**src/rtl/soc_new_cpu_oci_pkg.sv**
```systemverilog
// Shared definitions for the OCI data-trace compression path.
package soc_new_cpu_oci_pkg;

   localparam int SLOTS  = 15;
   localparam int CODE_W = 2;
   localparam int BUF_W  = SLOTS * CODE_W;
   localparam int CNT_W  = 4;

   localparam logic [CNT_W-1:0] CNT_FULL = CNT_W'(SLOTS);

   typedef enum logic [1:0] {
      ST_RUN   = 2'd0,
      ST_FLUSH = 2'd1,
      ST_DRAIN = 2'd2,
      ST_ENDED = 2'd3
   } dct_state_e;

   localparam logic [CODE_W-1:0] TC_0 = 2'b00;
   localparam logic [CODE_W-1:0] TC_1 = 2'b01;
   localparam logic [CODE_W-1:0] TC_2 = 2'b10;
   localparam logic [CODE_W-1:0] TC_3 = 2'b11;

endpackage

```
**src/rtl/soc_new_cpu_oci_dct_packer_if.sv**
```systemverilog
// Trace-in / packed-word-out signal bundle for the DCT packer.
interface soc_new_cpu_oci_dct_packer_if;
   import soc_new_cpu_oci_pkg::*;

   logic              trc_on;
   logic              tr_valid;
   logic [CODE_W-1:0] tr_code;
   logic              end_req;
   logic              out_ready;
   logic [BUF_W-1:0]  dct_buffer;
   logic [CNT_W-1:0]  dct_count;
   logic              out_valid;
   logic [BUF_W-1:0]  out_word;
   logic [CNT_W-1:0]  out_count;
   logic              overflow;
   logic              test_ending;
   logic              test_has_ended;

   modport master (
      output trc_on, tr_valid, tr_code, end_req, out_ready,
      input  dct_buffer, dct_count, out_valid, out_word, out_count,
             overflow, test_ending, test_has_ended
   );

   modport slave (
      input  trc_on, tr_valid, tr_code, end_req, out_ready,
      output dct_buffer, dct_count, out_valid, out_word, out_count,
             overflow, test_ending, test_has_ended
   );

endinterface

```
**src/rtl/soc_new_cpu_oci_dct_outreg.sv**
```systemverilog
// Valid/ready holding register for packed words; a load wins over an accept.
module soc_new_cpu_oci_dct_outreg
   import soc_new_cpu_oci_pkg::*;
(
   input  logic             clk,
   input  logic             rst_n,
   input  logic             load,
   input  logic             ready,
   input  logic [BUF_W-1:0] din_word,
   input  logic [CNT_W-1:0] din_count,
   output logic             valid,
   output logic [BUF_W-1:0] word,
   output logic [CNT_W-1:0] count
);

   always_ff @(posedge clk or negedge rst_n) begin
      if (!rst_n) begin
         valid <= 1'b0;
         word  <= '0;
         count <= '0;
      end else if (load) begin
         valid <= 1'b1;
         word  <= din_word;
         count <= din_count;
      end else if (ready && valid) begin
         valid <= 1'b0;
      end
   end

endmodule

```
**src/rtl/soc_new_cpu_oci_dct_packer.sv**
```systemverilog
// Packs 2-bit trace codes into 30-bit words and sequences the end of test.
//  state    | meaning
//  ST_RUN   | accepting trace codes
//  ST_FLUSH | pushing a partial buffer to the output register
//  ST_DRAIN | waiting for the last word to be consumed
//  ST_ENDED | test over, inputs ignored until reset
module soc_new_cpu_oci_dct_packer
   import soc_new_cpu_oci_pkg::*;
(
   input logic                          clk,
   input logic                          jrst_n,
   soc_new_cpu_oci_dct_packer_if.slave  bus
);

   dct_state_e       state_q, state_d;
   logic [BUF_W-1:0] buf_q;
   logic [CNT_W-1:0] cnt_q;
   logic             ovf_q;
   logic             ending_q;
   logic             ended_q;

   logic             out_valid;
   logic [BUF_W-1:0] out_word;
   logic [CNT_W-1:0] out_count;

   logic slot_free;
   logic xfer;
   logic code_in;
   logic acc;
   logic drop;

   always_comb begin
      slot_free = !out_valid || bus.out_ready;
      xfer      = slot_free && ((cnt_q == CNT_FULL) ||
                                ((state_q == ST_FLUSH) && (cnt_q != '0)));
      code_in   = (state_q == ST_RUN) && bus.trc_on && bus.tr_valid;
      acc       = code_in && ((cnt_q != CNT_FULL) || xfer);
      drop      = code_in && (cnt_q == CNT_FULL) && !slot_free;
   end

   always_ff @(posedge clk or negedge jrst_n) begin
      if (!jrst_n) begin
         buf_q <= '0;
         cnt_q <= '0;
         ovf_q <= 1'b0;
      end else begin
         if (acc && xfer) begin
            buf_q <= {{(BUF_W-CODE_W){1'b0}}, bus.tr_code};
            cnt_q <= CNT_W'(1);
         end else if (acc) begin
            buf_q <= {buf_q[BUF_W-CODE_W-1:0], bus.tr_code};
            cnt_q <= cnt_q + CNT_W'(1);
         end else if (xfer) begin
            buf_q <= '0;
            cnt_q <= '0;
         end
         if (drop) begin
            ovf_q <= 1'b1;
         end
      end
   end

   soc_new_cpu_oci_dct_outreg u_outreg (
      .clk       (clk),
      .rst_n     (jrst_n),
      .load      (xfer),
      .ready     (bus.out_ready),
      .din_word  (buf_q),
      .din_count (cnt_q),
      .valid     (out_valid),
      .word      (out_word),
      .count     (out_count)
   );

   always_comb begin
      state_d = state_q;
      case (state_q)
         ST_RUN: begin
            if (bus.end_req) state_d = ST_FLUSH;
         end
         ST_FLUSH: begin
            if (cnt_q == '0 || xfer) state_d = ST_DRAIN;
         end
         ST_DRAIN: begin
            if (!out_valid || bus.out_ready) state_d = ST_ENDED;
         end
         ST_ENDED: state_d = ST_ENDED;
         default:  state_d = ST_RUN;
      endcase
   end

   // Status flags follow the next state so they line up with state_q.
   always_ff @(posedge clk or negedge jrst_n) begin
      if (!jrst_n) begin
         state_q  <= ST_RUN;
         ending_q <= 1'b0;
         ended_q  <= 1'b0;
      end else begin
         state_q  <= state_d;
         ending_q <= (state_d == ST_FLUSH) || (state_d == ST_DRAIN);
         ended_q  <= (state_d == ST_ENDED);
      end
   end

   assign bus.dct_buffer     = buf_q;
   assign bus.dct_count      = cnt_q;
   assign bus.out_valid      = out_valid;
   assign bus.out_word       = out_word;
   assign bus.out_count      = out_count;
   assign bus.overflow       = ovf_q;
   assign bus.test_ending    = ending_q;
   assign bus.test_has_ended = ended_q;

endmodule

```
**src/flat_wrapper.sv**
```systemverilog
// flat-port wrapper written by rule: the top's interface ports become plain ports
module soc_new_cpu_oci_dct_packer_flat import soc_new_cpu_oci_pkg::*;
  (clk, jrst_n, bus_trc_on, bus_tr_valid, bus_tr_code, bus_end_req, bus_out_ready, bus_dct_buffer, bus_dct_count, bus_out_valid, bus_out_word, bus_out_count, bus_overflow, bus_test_ending, bus_test_has_ended);
  soc_new_cpu_oci_dct_packer_if bus_i ();
  input logic clk;
  input logic jrst_n;
  input wire logic [$bits(bus_i.trc_on)-1:0] bus_trc_on;
  input wire logic [$bits(bus_i.tr_valid)-1:0] bus_tr_valid;
  input wire logic [$bits(bus_i.tr_code)-1:0] bus_tr_code;
  input wire logic [$bits(bus_i.end_req)-1:0] bus_end_req;
  input wire logic [$bits(bus_i.out_ready)-1:0] bus_out_ready;
  output wire logic [$bits(bus_i.dct_buffer)-1:0] bus_dct_buffer;
  output wire logic [$bits(bus_i.dct_count)-1:0] bus_dct_count;
  output wire logic [$bits(bus_i.out_valid)-1:0] bus_out_valid;
  output wire logic [$bits(bus_i.out_word)-1:0] bus_out_word;
  output wire logic [$bits(bus_i.out_count)-1:0] bus_out_count;
  output wire logic [$bits(bus_i.overflow)-1:0] bus_overflow;
  output wire logic [$bits(bus_i.test_ending)-1:0] bus_test_ending;
  output wire logic [$bits(bus_i.test_has_ended)-1:0] bus_test_has_ended;
  assign bus_i.trc_on = bus_trc_on;
  assign bus_i.tr_valid = bus_tr_valid;
  assign bus_i.tr_code = bus_tr_code;
  assign bus_i.end_req = bus_end_req;
  assign bus_i.out_ready = bus_out_ready;
  assign bus_dct_buffer = bus_i.dct_buffer;
  assign bus_dct_count = bus_i.dct_count;
  assign bus_out_valid = bus_i.out_valid;
  assign bus_out_word = bus_i.out_word;
  assign bus_out_count = bus_i.out_count;
  assign bus_overflow = bus_i.overflow;
  assign bus_test_ending = bus_i.test_ending;
  assign bus_test_has_ended = bus_i.test_has_ended;
  soc_new_cpu_oci_dct_packer u_core (.clk(clk), .jrst_n(jrst_n), .bus(bus_i));
endmodule
```
**config.mk**
```make
export PLATFORM = sky130hd
export DESIGN_NAME = soc_new_cpu_oci_dct_packer_flat
export DESIGN_NICKNAME = d
export VERILOG_FILES = /design/src/rtl/soc_new_cpu_oci_pkg.sv /design/src/rtl/soc_new_cpu_oci_dct_packer_if.sv /design/src/rtl/soc_new_cpu_oci_dct_outreg.sv /design/src/rtl/soc_new_cpu_oci_dct_packer.sv /design/src/flat_wrapper.sv
export SDC_FILE = /design/constraint.sdc
export NUM_CORES = 1
export LEC_CHECK = 0
export ABC_AREA = 1
export BUFFER_PORTS_ARGS = -buffer_cell sky130_fd_sc_hd__buf_2
export CAP_MARGIN = 20
export CORE_ASPECT_RATIO = 1.2
export CORE_UTILIZATION = 55
export DETAILED_ROUTE_END_ITERATION = 16
export PLACE_DENSITY = 0.82
export SLEW_MARGIN = 15
export SYNTH_ARGS = -nofsm -noshare
export SYNTH_HDL_FRONTEND = slang
export SYNTH_HIERARCHICAL = 1
export SYNTH_SLANG_ARGS = --single-unit
```
**constraint.sdc**
```tcl
create_clock -name clk -period 3.5 [get_ports clk]
set_input_delay 0.525 -clock clk [delete_from_list [all_inputs] [get_ports clk]]
set_output_delay 0.525 -clock clk [all_outputs]
set_load 0.03 [all_outputs]
```
==> impl_metrics.env <==
export IMPL_main_combinational_cell_family_by_area_after_synthesis="simple AND/OR/NAND/NOR gates"
export IMPL_synth_simple_area_share_pct=25.31
export IMPL_final_util_pct=66.40
export IMPL_global_route_overflow_total=0
export IMPL_port_buffers=79
export IMPL_arrival_ps=2340
export IMPL_worstMarginPinSlew_ps=913.2
export IMPL_synth_seq_cells=74
export IMPL_fin_hold_viols=0
export IMPL_static_leakage_power_nw=2.098
export IMPL_postRouteAntennaNets=0
export IMPL_grt_setup_unrepaired="no"
export IMPL_clock_sinks=74
export IMPL_post_cts_resized=0
export IMPL_layout_drive_gt1_share_pct=34.21
export IMPL_timing_critical_path_slowest_stage_cell="dfrtp_1"
export IMPL_post_synth_xor_area_fraction_pct=0.2717
export IMPL_final_design_area_no_fill_mm2=0.003764
export IMPL_outcome="finished, final reports clean"
export IMPL_synth_largest_area_cell="dfrtp_1"
export IMPL_floorplan_initialDensity_pct=56.87
export IMPL_first_global_vias=2302
export IMPL_synth_mux_area_fraction_pct=0
export IMPL_worst_r2r_setup_slack_ps=1430
export IMPL_dr_total_vias=2466
export IMPL_slew_headroom_pct=39.12
export IMPL_drc=0
export IMPL_final_setup_tns_ps=0
export IMPL_multiInputGateArea_mm2=0.001142
export IMPL_synthAdderAreaFrac_pct=1.165
export IMPL_detail_route_first_pass_iterations=5
export IMPL_core_mm2=0.005668
export IMPL_number_of_warning_messages_in_the_yosys_log=6
export IMPL_finalCriticalPeriod_ps=2069
export IMPL_routed_wire_length_per_instance_um=13.25
export IMPL_routability_congestion_estimate=0.8159
export IMPL_timing_critical_path_cells="inv_1 -> ha_1 -> nand2_1 -> nand2_1 -> nand2_2 -> nand2_4 -> inv_2 -> buf_4 -> nand2_1 -> nand2_1"
export IMPL_layout_worst_path_cycle_share_pct=59.12
export IMPL_area_enclosed_by_the_die_boundary_mm2=0.006171
export IMPL_cts_hold_repair_buffers=0
export IMPL_placed_cell_area_mm2=0.003560
export IMPL_ir_drop_mv=0.2415
export IMPL_holdCritPathClass="input port to asynchronous set/reset pin"
export IMPL_worstSetupEndpointType="register"
export IMPL_numCtsBuffers=9
export IMPL_syn_avg_cell_area_um2=9.564
export IMPL_nNetsFinal=424
export IMPL_syn_inst=337
export IMPL_cp_slowest_stage_delay_ps=440
export IMPL_regToRegStartpoint="u_core/bus.dct_count[0]$_DFFE_PN0P_"
export IMPL_global_route_usage_total_pct=23.66
export IMPL_grt_pass1_wl_um=11240
export IMPL_path_common_cell="nand2_1"
export IMPL_post_cts_setup_buffers=0
export IMPL_site_rows=30
export IMPL_skew_ps=8.422
export IMPL_worst_setup_path_start_kind="register"
export IMPL_die_y_um=85.86
export IMPL_routed_via_density=4.952
export IMPL_critical_path_reg2reg_endpoint="u_core/u_outreg/word[11]$_DFFE_PN0P_"
export IMPL_crit_family="buffers and inverters"
export IMPL_die_x_um=71.88
export IMPL_cp_max_fo=24
export IMPL_syn_nets=348
export IMPL_htree_levels=3
export IMPL_clock_pin_slew_reported_for_the_worst_setup_and_hold_paths_after_clock_tree_synthesis_ps=80
export IMPL_synth_compound_area_share_pct=8.696
export IMPL_criticalPathCategory="register to register"
export IMPL_nFillCells=473
export IMPL_post_synth_main_area_contributors="dfrtp_1, nand2_1, a21oi_2"
export IMPL_post_syn_area_mm2=0.003223
export IMPL_cts_tree="done"
export IMPL_initial_antenna_violation_count=0
export IMPL_clock_path_buffers=2
export IMPL_io_pins=80
export IMPL_power_density_mw_per_mm2=409.3
export IMPL_finalSetupViolCount=0
export IMPL_worst_endpoint_required_ps=3770
export IMPL_critical_path_n_buffers_inverters=3
export IMPL_sequential_cell_area_mm2=0.001852
export IMPL_layout_area_overhead_vs_synth_pct=16.77
export IMPL_overall_power_w=0.001541
export IMPL_timing_fmax_mhz=483.3
export IMPL_cts_root_buffer="clkbuf_8"
export IMPL_hpwlAfterDp_um=4243
export IMPL_ff2ff_path_depth=10
export IMPL_synth_seq_area_share_pct=57.45
export IMPL_max_cap_violations=0
export IMPL_synthDominantCellAreaShare_pct=57.45
export IMPL_grt_max_degree=75
export IMPL_routed_wl_um=6598
export IMPL_post_synth_num_cell_types=20
export IMPL_drt_iter0_markers=195
export IMPL_layout_commonest_cell="nand2_1"
export IMPL_clock_latency_ps=340
export IMPL_antenna_cells_inserted=0
export IMPL_layout_common_cells="nand2_1, buf_2, dfrtp_1"
export IMPL_maxSlewViolCount=0
-- worst register-to-register path: stages, from the launching register on --
cell and delay, ps:
dfrtp_1 440, inv_1 90, ha_1 220, nand2_1 100, nand2_1 70, nand2_2 80, nand2_4 90, inv_2 340
buf_4 390, nand2_1 90, nand2_1 90
-- logic make-up after synthesis --
group                    Yosys count
AO/OA/AOI/OAI                     36
XOR/XNOR                           1
adder cells (fa/ha/maj)            3
flip-flops                        74
buffers and inverters             28
AND/OR/NAND/NOR                  195
-- synth_stat cells --
cell type	count
dfrtp_1	74
inv_8	1
a21oi_2	26
inv_1	9
nand2_2	10
nand3_1	7
nor2_4	3
nor2_1	5
a21oi_1	7
buf_8	4
buf_6	7
nand3_2	2
nand2_1	166
buf_4	5
o21ai_0	2
xnor2_1	1
inv_2	2
ha_1	3
nand2_4	2
o21bai_1	1
-- stage by stage --
step                      setup WS [ps]  hold slack, ps  cells
after floorplan                    1554           229.4    337
after global placement             1524           448.1    482
after detailed placement           1484           452.6    482
after CTS                          1456           343.6    498
after global routing               1188           402.3    498
final                              1431           315.0    498
-- final cells by class --
cell class	count	area share, %
tap	80	2.660
clock buffer	11	4.023
sequential	74	49.20
multi-input combinational	235	30.35
clock inverter	5	1.396
timing repair buffer	81	10.97
inverter	12	1.396
-- flip-flops by register name, summed over array words and instances, names as in the netlist --
register                   flops
u_core/u_outreg/word          30
u_core/bus.dct_buffer         30
u_core/u_outreg/valid          1
u_core/bus.test_ending         1
u_core/u_outreg/count          4
u_core/bus.overflow            1
u_core/bus.dct_count           4
u_core/state_q                 2
u_core/bus.test_has_ended      1
-- how the worst max path moves through the flow --
stage	end	slack, ps	cells past startpoint	start
global route	u_core/u_outreg/word[11]$_DFFE_PN0P_	1190	10	u_core/bus.dct_count[0]$_DFFE_PN0P_
finish	u_core/u_outreg/word[11]$_DFFE_PN0P_	1430	10	u_core/bus.dct_count[0]$_DFFE_PN0P_
global placement	u_core/u_outreg/word[16]$_DFFE_PN0P_	1520	10	u_core/bus.dct_count[0]$_DFFE_PN0P_
detailed placement	u_core/u_outreg/word[19]$_DFFE_PN0P_	1480	10	u_core/bus.dct_count[0]$_DFFE_PN0P_
CTS	u_core/u_outreg/word[11]$_DFFE_PN0P_	1460	10	u_core/bus.dct_count[0]$_DFFE_PN0P_
floorplan	u_core/u_outreg/word[18]$_DFFE_PN0P_	1550	13	u_core/bus.dct_count[0]$_DFFE_PN0P_
-- power by group --
group / switching [W] / internal [W] / total (W)
sequential: 0 / 0.000854 / 0.000854
clock: 0.000301 / 0.000364 / 0.000665
combinational: 0.0000175 / 0.00000320 / 0.0000207
-- routing by layer --
layer	routed length, um	vias to the layer above	GRT usage [%]
met3	283	11	3.995
met1	3033	1190	34.02
met5	0	-	0
met2	3149	73	35.51
met4	131	0	10.34
li1	-	1192	-
Note: power is estimated with default switching activity, not from simulation.
